===== config.mk =====
export PLATFORM = sky130hd
export DESIGN_NAME = wbu_multi
export DESIGN_NICKNAME = d
export VERILOG_FILES = /design/src/rtl/wbu_multi.sv
export SDC_FILE = /design/constraint.sdc
export NUM_CORES = 1
export LEC_CHECK = 0
export CORE_AREA = 2 2 99 196
export CTS_BUF_LIST = sky130_fd_sc_hd__clkbuf_8 sky130_fd_sc_hd__clkbuf_16
export CTS_CLUSTER_SIZE = 16
export DETAILED_ROUTE_END_ITERATION = 16
export DIE_AREA = 0 0 101 198
export PLACE_DENSITY = 0.79
export SLEW_MARGIN = 15
export SYNTH_ARGS = -nofsm -noshare
export SYNTH_HDL_FRONTEND = slang
export SYNTH_SLANG_ARGS = --single-unit
export TNS_END_PERCENT = 20

===== constraint.sdc =====
create_clock -name clk -period 6.3 [get_ports clk]
set_input_delay 1.26 -clock clk [delete_from_list [all_inputs] [get_ports clk]]
set_output_delay 1.26 -clock clk [all_outputs]
set_load 0.02 [all_outputs]

===== src/rtl/wbu_multi.sv =====
// wbu_multi: multi-issue write-back stage. Latches a bundle of LANES results and
// retires their register-file writes through WPORTS ports in lane order.
module wbu_multi #(
  parameter int LANES  = 2,
  parameter int WPORTS = 1,
  parameter int DW     = 32,
  parameter int AW     = 5,
  parameter int PCW    = 32,
  localparam int LW    = 1 + AW + DW + PCW,
  localparam int FW    = 1 + AW + DW
) (
  input  logic                  clk,
  input  logic                  reset,
  output logic                  wb_allowin,
  input  logic                  mem_to_wb_valid,
  input  logic [LANES*LW-1:0]   mem_to_wb_zip,
  input  logic                  wb_flush,
  output logic [WPORTS-1:0]     rf_we,
  output logic [WPORTS*AW-1:0]  rf_waddr,
  output logic [WPORTS*DW-1:0]  rf_wdata,
  output logic [LANES*FW-1:0]   wb_fwd_zip,
  output logic [WPORTS*PCW-1:0] debug_wb_pc,
  output logic [WPORTS*4-1:0]   debug_wb_rf_we,
  output logic [WPORTS*AW-1:0]  debug_wb_rf_wnum,
  output logic [WPORTS*DW-1:0]  debug_wb_rf_wdata
);

  logic             wb_valid_q, wb_valid_d;
  logic [LANES-1:0] pend_q, pend_d;
  logic [AW-1:0]    waddr_q [LANES];
  logic [AW-1:0]    waddr_d [LANES];
  logic [DW-1:0]    wdata_q [LANES];
  logic [DW-1:0]    wdata_d [LANES];
  logic [PCW-1:0]   pc_q    [LANES];
  logic [PCW-1:0]   pc_d    [LANES];

  logic [LANES-1:0] in_we;
  logic [AW-1:0]    in_waddr [LANES];
  logic [DW-1:0]    in_wdata [LANES];
  logic [PCW-1:0]   in_pc    [LANES];

  logic [WPORTS-1:0] sel_vld;
  logic [WPORTS-1:0] kill;
  logic [LANES-1:0]  sel_mask;
  logic [AW-1:0]     sel_addr [WPORTS];
  logic [DW-1:0]     sel_data [WPORTS];
  logic [PCW-1:0]    sel_pc   [WPORTS];
  int                pend_cnt;

  logic ready_go;
  logic accept;

  // Lane record layout is {we, waddr, wdata, pc} with pc in the LSBs.
  always_comb begin
    for (int i = 0; i < LANES; i++) begin
      in_we[i]    = mem_to_wb_zip[i*LW + LW - 1];
      in_waddr[i] = mem_to_wb_zip[i*LW + PCW + DW +: AW];
      in_wdata[i] = mem_to_wb_zip[i*LW + PCW +: DW];
      in_pc[i]    = mem_to_wb_zip[i*LW +: PCW];
    end
  end

  // Port p takes the (p+1)-th lowest pending lane; pend_cnt ends as popcount(pend).
  always_comb begin
    // NOTE: every combinational output gets a default first so no path leaves it unassigned (no latch).
    sel_vld  = '0;
    sel_mask = '0;
    pend_cnt = 0;
    for (int p = 0; p < WPORTS; p++) begin
      sel_addr[p] = '0;
      sel_data[p] = '0;
      sel_pc[p]   = '0;
    end
    for (int i = 0; i < LANES; i++) begin
      if (pend_q[i]) begin
        for (int p = 0; p < WPORTS; p++) begin
          if (pend_cnt == p) begin
            sel_vld[p]  = 1'b1;
            sel_mask[i] = 1'b1;
            sel_addr[p] = waddr_q[i];
            sel_data[p] = wdata_q[i];
            sel_pc[p]   = pc_q[i];
          end
        end
        pend_cnt = pend_cnt + 1;
      end
    end
  end

  // A lower port loses to any higher port writing the same register this cycle.
  always_comb begin
    kill = '0;
    for (int p = 0; p < WPORTS; p++) begin
      for (int q = p + 1; q < WPORTS; q++) begin
        if (sel_vld[p] && sel_vld[q] && (sel_addr[p] == sel_addr[q])) kill[p] = 1'b1;
      end
    end
  end

  assign ready_go   = (pend_cnt <= WPORTS);
  assign wb_allowin = ~wb_valid_q | ready_go;
  assign accept     = mem_to_wb_valid & wb_allowin & ~wb_flush;

  always_comb begin
    rf_we             = '0;
    rf_waddr          = '0;
    rf_wdata          = '0;
    debug_wb_pc       = '0;
    debug_wb_rf_we    = '0;
    debug_wb_rf_wnum  = '0;
    debug_wb_rf_wdata = '0;
    for (int p = 0; p < WPORTS; p++) begin
      rf_we[p] = wb_valid_q & sel_vld[p] & ~kill[p];
      if (rf_we[p]) begin
        rf_waddr[p*AW +: AW]          = sel_addr[p];
        rf_wdata[p*DW +: DW]          = sel_data[p];
        debug_wb_pc[p*PCW +: PCW]     = sel_pc[p];
        debug_wb_rf_we[p*4 +: 4]      = 4'hf;
        debug_wb_rf_wnum[p*AW +: AW]  = sel_addr[p];
        debug_wb_rf_wdata[p*DW +: DW] = sel_data[p];
      end
    end
    for (int i = 0; i < LANES; i++) begin
      wb_fwd_zip[i*FW +: FW] = wb_valid_q ? {pend_q[i], waddr_q[i], wdata_q[i]} : '0;
    end
  end

  // Flush has the last word: it drops the held bundle and any incoming one.
  always_comb begin
    wb_valid_d = wb_valid_q;
    pend_d     = pend_q;
    waddr_d    = waddr_q;
    wdata_d    = wdata_q;
    pc_d       = pc_q;
    if (wb_valid_q) pend_d = pend_q & ~sel_mask;
    if (wb_valid_q && ready_go) wb_valid_d = 1'b0;
    if (accept) begin
      wb_valid_d = 1'b1;
      for (int i = 0; i < LANES; i++) begin
        pend_d[i]  = in_we[i] & (|in_waddr[i]);
        waddr_d[i] = in_waddr[i];
        wdata_d[i] = in_wdata[i];
        pc_d[i]    = in_pc[i];
      end
    end
    if (wb_flush) begin
      wb_valid_d = 1'b0;
      pend_d     = '0;
    end
  end

  // NOTE: sequential state uses non-blocking assignments so all flops update together at the edge.
  always_ff @(posedge clk or posedge reset) begin
    if (reset) begin
      wb_valid_q <= 1'b0;
      pend_q     <= '0;
      // NOTE: the lane record arrays are small flop banks, not RAM, so they reset element by element.
      for (int i = 0; i < LANES; i++) begin
        waddr_q[i] <= '0;
        wdata_q[i] <= '0;
        pc_q[i]    <= '0;
      end
    end else begin
      wb_valid_q <= wb_valid_d;
      pend_q     <= pend_d;
      waddr_q    <= waddr_d;
      wdata_q    <= wdata_d;
      pc_q       <= pc_d;
    end
  end

endmodule


## Word-level counts from Yosys, hierarchy flattened

Cells that the tools add are included.

- Input port bits: 144
- Register bits after elaboration: 141

- Bitwise operators: 10
- Reduce and logical (&&, ||, !) cells: 6
- Magnitude comparators: 1
- Add/subtract/negate cells: 1
- Mux-type cells: 28

Operator list:

| kind | count |
|---|---|
| 2-to-1 mux 32 bit | 9 |
| 2-to-1 mux 38 bit | 2 |
| adder 32 x 2 -> 32 bit, second input constant | 1 |
| <= comparator 32 x 2 -> 1 bit, second input constant | 1 |
| zero test 32 bit | 1 |
| 2-to-1 mux 5 bit | 4 |
| OR reduction 5 bit | 2 |
| 2-to-1 mux 1 bit | 9 |
| 2-to-1 mux 2 bit | 3 |
| nonzero test 3 bit | 2 |
| bitwise AND 1 bit | 5 |
| 2-to-1 mux 4 bit | 1 |
| bitwise AND 2 bit | 1 |
| inverter 1 bit | 2 |
| inverter 2 bit | 1 |
| logical AND 1 bit | 1 |
| OR 1 bit | 1 |

## Longest topological paths before layout

- Word-level depth: 9
- Depth in mapped cells: 7
- Depth with buffers taken out: 3

## Least setup slack after synthesis

OpenSTA, ideal clock, no wires.

- Path type: register -> output
- From: register pend_q[0]
- To: output rf_waddr[4]
- Path slack: 3.457 ns
- Cell stages (with the launch flop): 8
- Buffers on the path: 4
- Arrival: 1.583 ns
- Cell sequence: dfrtp_1 buf_2 nor2b_1 buf_2 buf_2 a22oi_1 nor2b_1 buf_4

- Word-level cells in the longest chain between the ends: 6
- Elaborated cells on any way between the ends: 10

Ends and longest elaborated chain:

| what | RTL line | source |
|---|---|---|
| start: declaration | 29 | `logic [LANES-1:0] pend_q, pend_d;` |
| start signal: assignment | 165 | `pend_q <= pend_d;` |
| 2-to-1 mux 1 bit | 75 | `if (pend_q[i]) begin` |
| zero test 32 bit | 77 | `if (pend_cnt == p) begin` |
| 2-to-1 mux 1 bit | 77 |  |
| 2-to-1 mux 1 bit | 75 |  |
| bitwise AND 1 bit | 113 | `rf_we[p] = wb_valid_q & sel_vld[p] & ~kill[p];` |
| 2-to-1 mux 5 bit (*) | n/a |  |
| end: declaration | 19 | `output logic [WPORTS*AW-1:0] rf_waddr,` |

Mark *: on every way between the ends. The rest lies on a longest branch, timed or not.

## Worst setup path in the final report

- From: register pend_q[0]
- To: output rf_wdata[1]

- Word-level cells in the longest chain between the ends: 6
- Elaborated cells on any way between the ends: 10

Ends and longest elaborated chain:

| what | RTL line | source |
|---|---|---|
| 2-to-1 mux 1 bit | 75 |  |
| zero test 32 bit | 77 |  |
| 2-to-1 mux 1 bit | 77 |  |
| 2-to-1 mux 1 bit | 75 |  |
| bitwise AND 1 bit | 113 |  |
| 2-to-1 mux 32 bit (*) | 114 | `if (rf_we[p]) begin` |
| end: declaration | 20 | `output logic [WPORTS*DW-1:0] rf_wdata,` |

Marked as above.

==> flow_summary.json <==
{
  "crit_type": "reg -> out",
  "clockBufferDepth": 2,
  "arrival_ps": 3110,
  "syn_inst": 671,
  "end_kind": "output port",
  "period_minus_slack_ps": 4370,
  "track_usage_pct": 22.2,
  "yosysUniqueCellTypes": 21,
  "gp_congestion": 0.880,
  "yosys_warnings": 0,
  "fmax_mhz": 229,
  "placedCellCount": 1135,
  "io_buffers": 331,
  "slowest_stage": "clkdlybuf4s50_1",
  "drc": 0,
  "avgRoutedWirePerCell_um": 18.8,
  "cts_hold_buf": 0,
  "post-dp-hpwl_um": 16000,
  "grtUsageMet3_pct": 5.08,
  "power_frac_clock_pct": 35.8,
  "clock-sinks": 141,
  "rr_worst_depth": 5,
  "detail_route.vias_per_cell": 4.97,
  "timing.rr.start": "pend_q[0]",
  "rrSetupSlack_ps": 2960,
  "die_area_um2": 20000,
  "min_path_cells": 1,
  "met2_usage_pct": 37.8,
  "io_pins": 332,
  "p_sw_uw": 723,
  "grt_overflow_total": 0,
  "synth_edf_count": 0,
  "grt_pass1_wl_um": 33400,
  "fin_setup_tns_ps": 0,
  "power.leakage_nw": 4.78,
  "tightest_slew_ps": 873,
  "start_util_pct": 41.8,
  "startpoint_type": "register",
  "hold_class": "reg -> reg",
  "cts_tree": "done",
  "post-cts-setup-buffer-count": 0,
  "die_w_um": 101,
  "cts_resized": 0,
  "avgSynthCellArea_um2": 11.6,
  "drt_iter0_markers": 194,
  "fin_nets": 1079,
  "grt_busiest_layer": "met2",
  "cap_violations": 0,
  "synth.top_cell.area_share_pct": 45.3,
  "synth_area_leaders": "dfrtp_1, mux2_4, and2_1, mux2_2, buf_4",
  "grt_max_degree": 95,
  "r2r_end": "wdata_q[33]",
  "clock_latency_ps": 420,
  "yosysTopAreaCell": "dfrtp_1",
  "ys_async_sr_fraction_pct": 100,
  "synth.cell_area_um2": 7790,
  "setup_viol": 0,
  "drive_above_1_share_pct": 19.2,
  "synth_fp_nets": 815,
  "yosysSeqAreaShare_pct": 45.3,
  "hold_path.startpoint": "pc_q[41]",
  "die_h_um": 198,
  "vias": 5817,
  "synth_common_cells": "dfrtp_1, and2_1, mux2_4",
  "antenna_left": 0,
  "power-per-cell-area_nw_per_um2": 238,
  "grtUsageMet1_pct": 25.5,
  "wl_um": 22000,
  "synth_top_flop_cell": "dfrtp_1",
  "grt_antenna_before_repair": 3,
  "power_frac_seq_pct": 42.3,
  "p_int_mw": 1.99,
  "cts_root_buf": "clkbuf_16",
  "synth.most_common_cell": "dfrtp_1",
  "hold_viol_final": 0,
  "path_max_fanout": 67,
  "clkSlewWorstSetupHoldPaths_ps": 60,
  "drtPass1Iterations": 4,
  "switching_share_pct": 26.6,
  "hold_end": "pc_q[41]",
  "fin_cells": 1170,
  "maxSlewHeadroom_pct": 41.6,
  "vdd_ir_drop_max_uv": 170,
  "cts_made_buffers": 17,
  "core_um2": 18700,
  "num_rows": 71,
  "maxSlewViolCount": 0,
  "status": "complete, no violations",
  "synth_seq_cells": 141,
  "htreeDepth": 4,
  "area_growth_pct": 46.6,
  "required_ps": 5040,
  "timing.final.crit_share_pct": 69.4,
  "cp_slowest_stage_delay_ps": 720,
  "path_cells": "buf_4 -> a22oi_1 -> nor2b_1 -> clkdlybuf4s50_1",
  "combPwrFrac_pct": 22.0,
  "grt_pass1_vias": 5934,
  "grt_setup_unrepaired": "false",
  "skew_ps": 4.69
}
-- flip-flops by register name, summed over array words and instances, names as in the netlist --
| register | cells |
|---|---|
| wb_valid_q | 1 |
| pend_q | 2 |
| wdata_q | 64 |
| waddr_q | 10 |
| pc_q | 64 |
-- cells in the final DEF (no fill, tap or decap), types with 3 or more instances in the layout --
cell type,count
clkinvlp_4,6
clkinv_2,3
buf_4,5
and2_1,111
nand2_1,70
a22oi_1,34
mux2_4,100
clkdlybuf4s50_1,331
diode_2,3
nor2b_1,34
mux2_2,38
clkbuf_16,17
o21ai_0,38
dfrtp_1,139
-- worst max-delay path, delay by kind of cell (launching register included) --
kind	cells	cell delay [ps]
buf+inv	2	1360
compound gates	1	190
simple gates	1	380
flops	1	690
-- worst max-delay path by stage --
stage	from	to	slack, ps	cells past startpoint
global route	pend_q[0]	rf_wdata[1]	1790	4
CTS	pend_q[0]	rf_wdata[1]	1860	4
floorplan	reset	pc_q[0]	1260	1
finish	pend_q[0]	rf_wdata[1]	1930	4
detailed placement	pend_q[0]	rf_wdata[1]	2320	4
global placement	pend_q[0]	rf_wdata[1]	2320	4
-- routing by layer --
layer | wire (um) | share of wire, % | vias up
met5 | 0 | 0 | -
met4 | 897 | 4.1 | 0
met2 | 11600 | 53 | 217
li1 | - | - | 2738
met1 | 8300 | 38 | 2820
met3 | 1150 | 5.2 | 42
-- cell type report --
type	instances	area [um2]
Multi-Input combinational cell	436	3650
Fill cell	1540	7230
Tap cell	219	274
Clock buffer	17	425
Timing Repair Buffer	337	3370
Antenna cell	3	7.51
Sequential cell	141	3540
Clock inverter	15	150
Inverter	2	12.5
-- stage by stage --
step | utilization [%] | total power, mW | area (um2) | hold WS, ps | setup WS [ps]
floorplan | - | 1.51 | 7790 | 481 | 1260
global placement | 58.1 | 1.75 | 10800 | 492 | 2320
detailed placement | 58.1 | 1.76 | 10800 | 492 | 2320
CTS | 61.2 | 2.75 | 11400 | 510 | 1860
global route | 61.2 | 2.85 | 11400 | 519 | 1790
finish | 61.2 | 2.71 | 11400 | 509 | 1930
-- power groups by stage --
| stage | registers [mW] | logic [mW] | clock network (mW) |
|---|---|---|---|
| 2_1_floorplan | 1.11 | 0.391 | 0 |
| 3_3_place_gp | 1.15 | 0.591 | 0 |
| 3_5_place_dp | 1.16 | 0.601 | 0 |
| 4_1_cts | 1.15 | 0.604 | 0.999 |
| 5_1_grt | 1.17 | 0.639 | 1.04 |
| 6_report | 1.15 | 0.596 | 0.971 |
-- logic make-up after synthesis --
group | Yosys count | synth area share (%)
buffers and inverters | 94 | 8.00
AO/OA/AOI/OAI | 75 | 5.94
flip-flops | 141 | 45.3
AND/OR/NAND/NOR | 223 | 16.0
multiplexers | 138 | 24.8
Note: power is estimated with default switching activity, not from simulation.
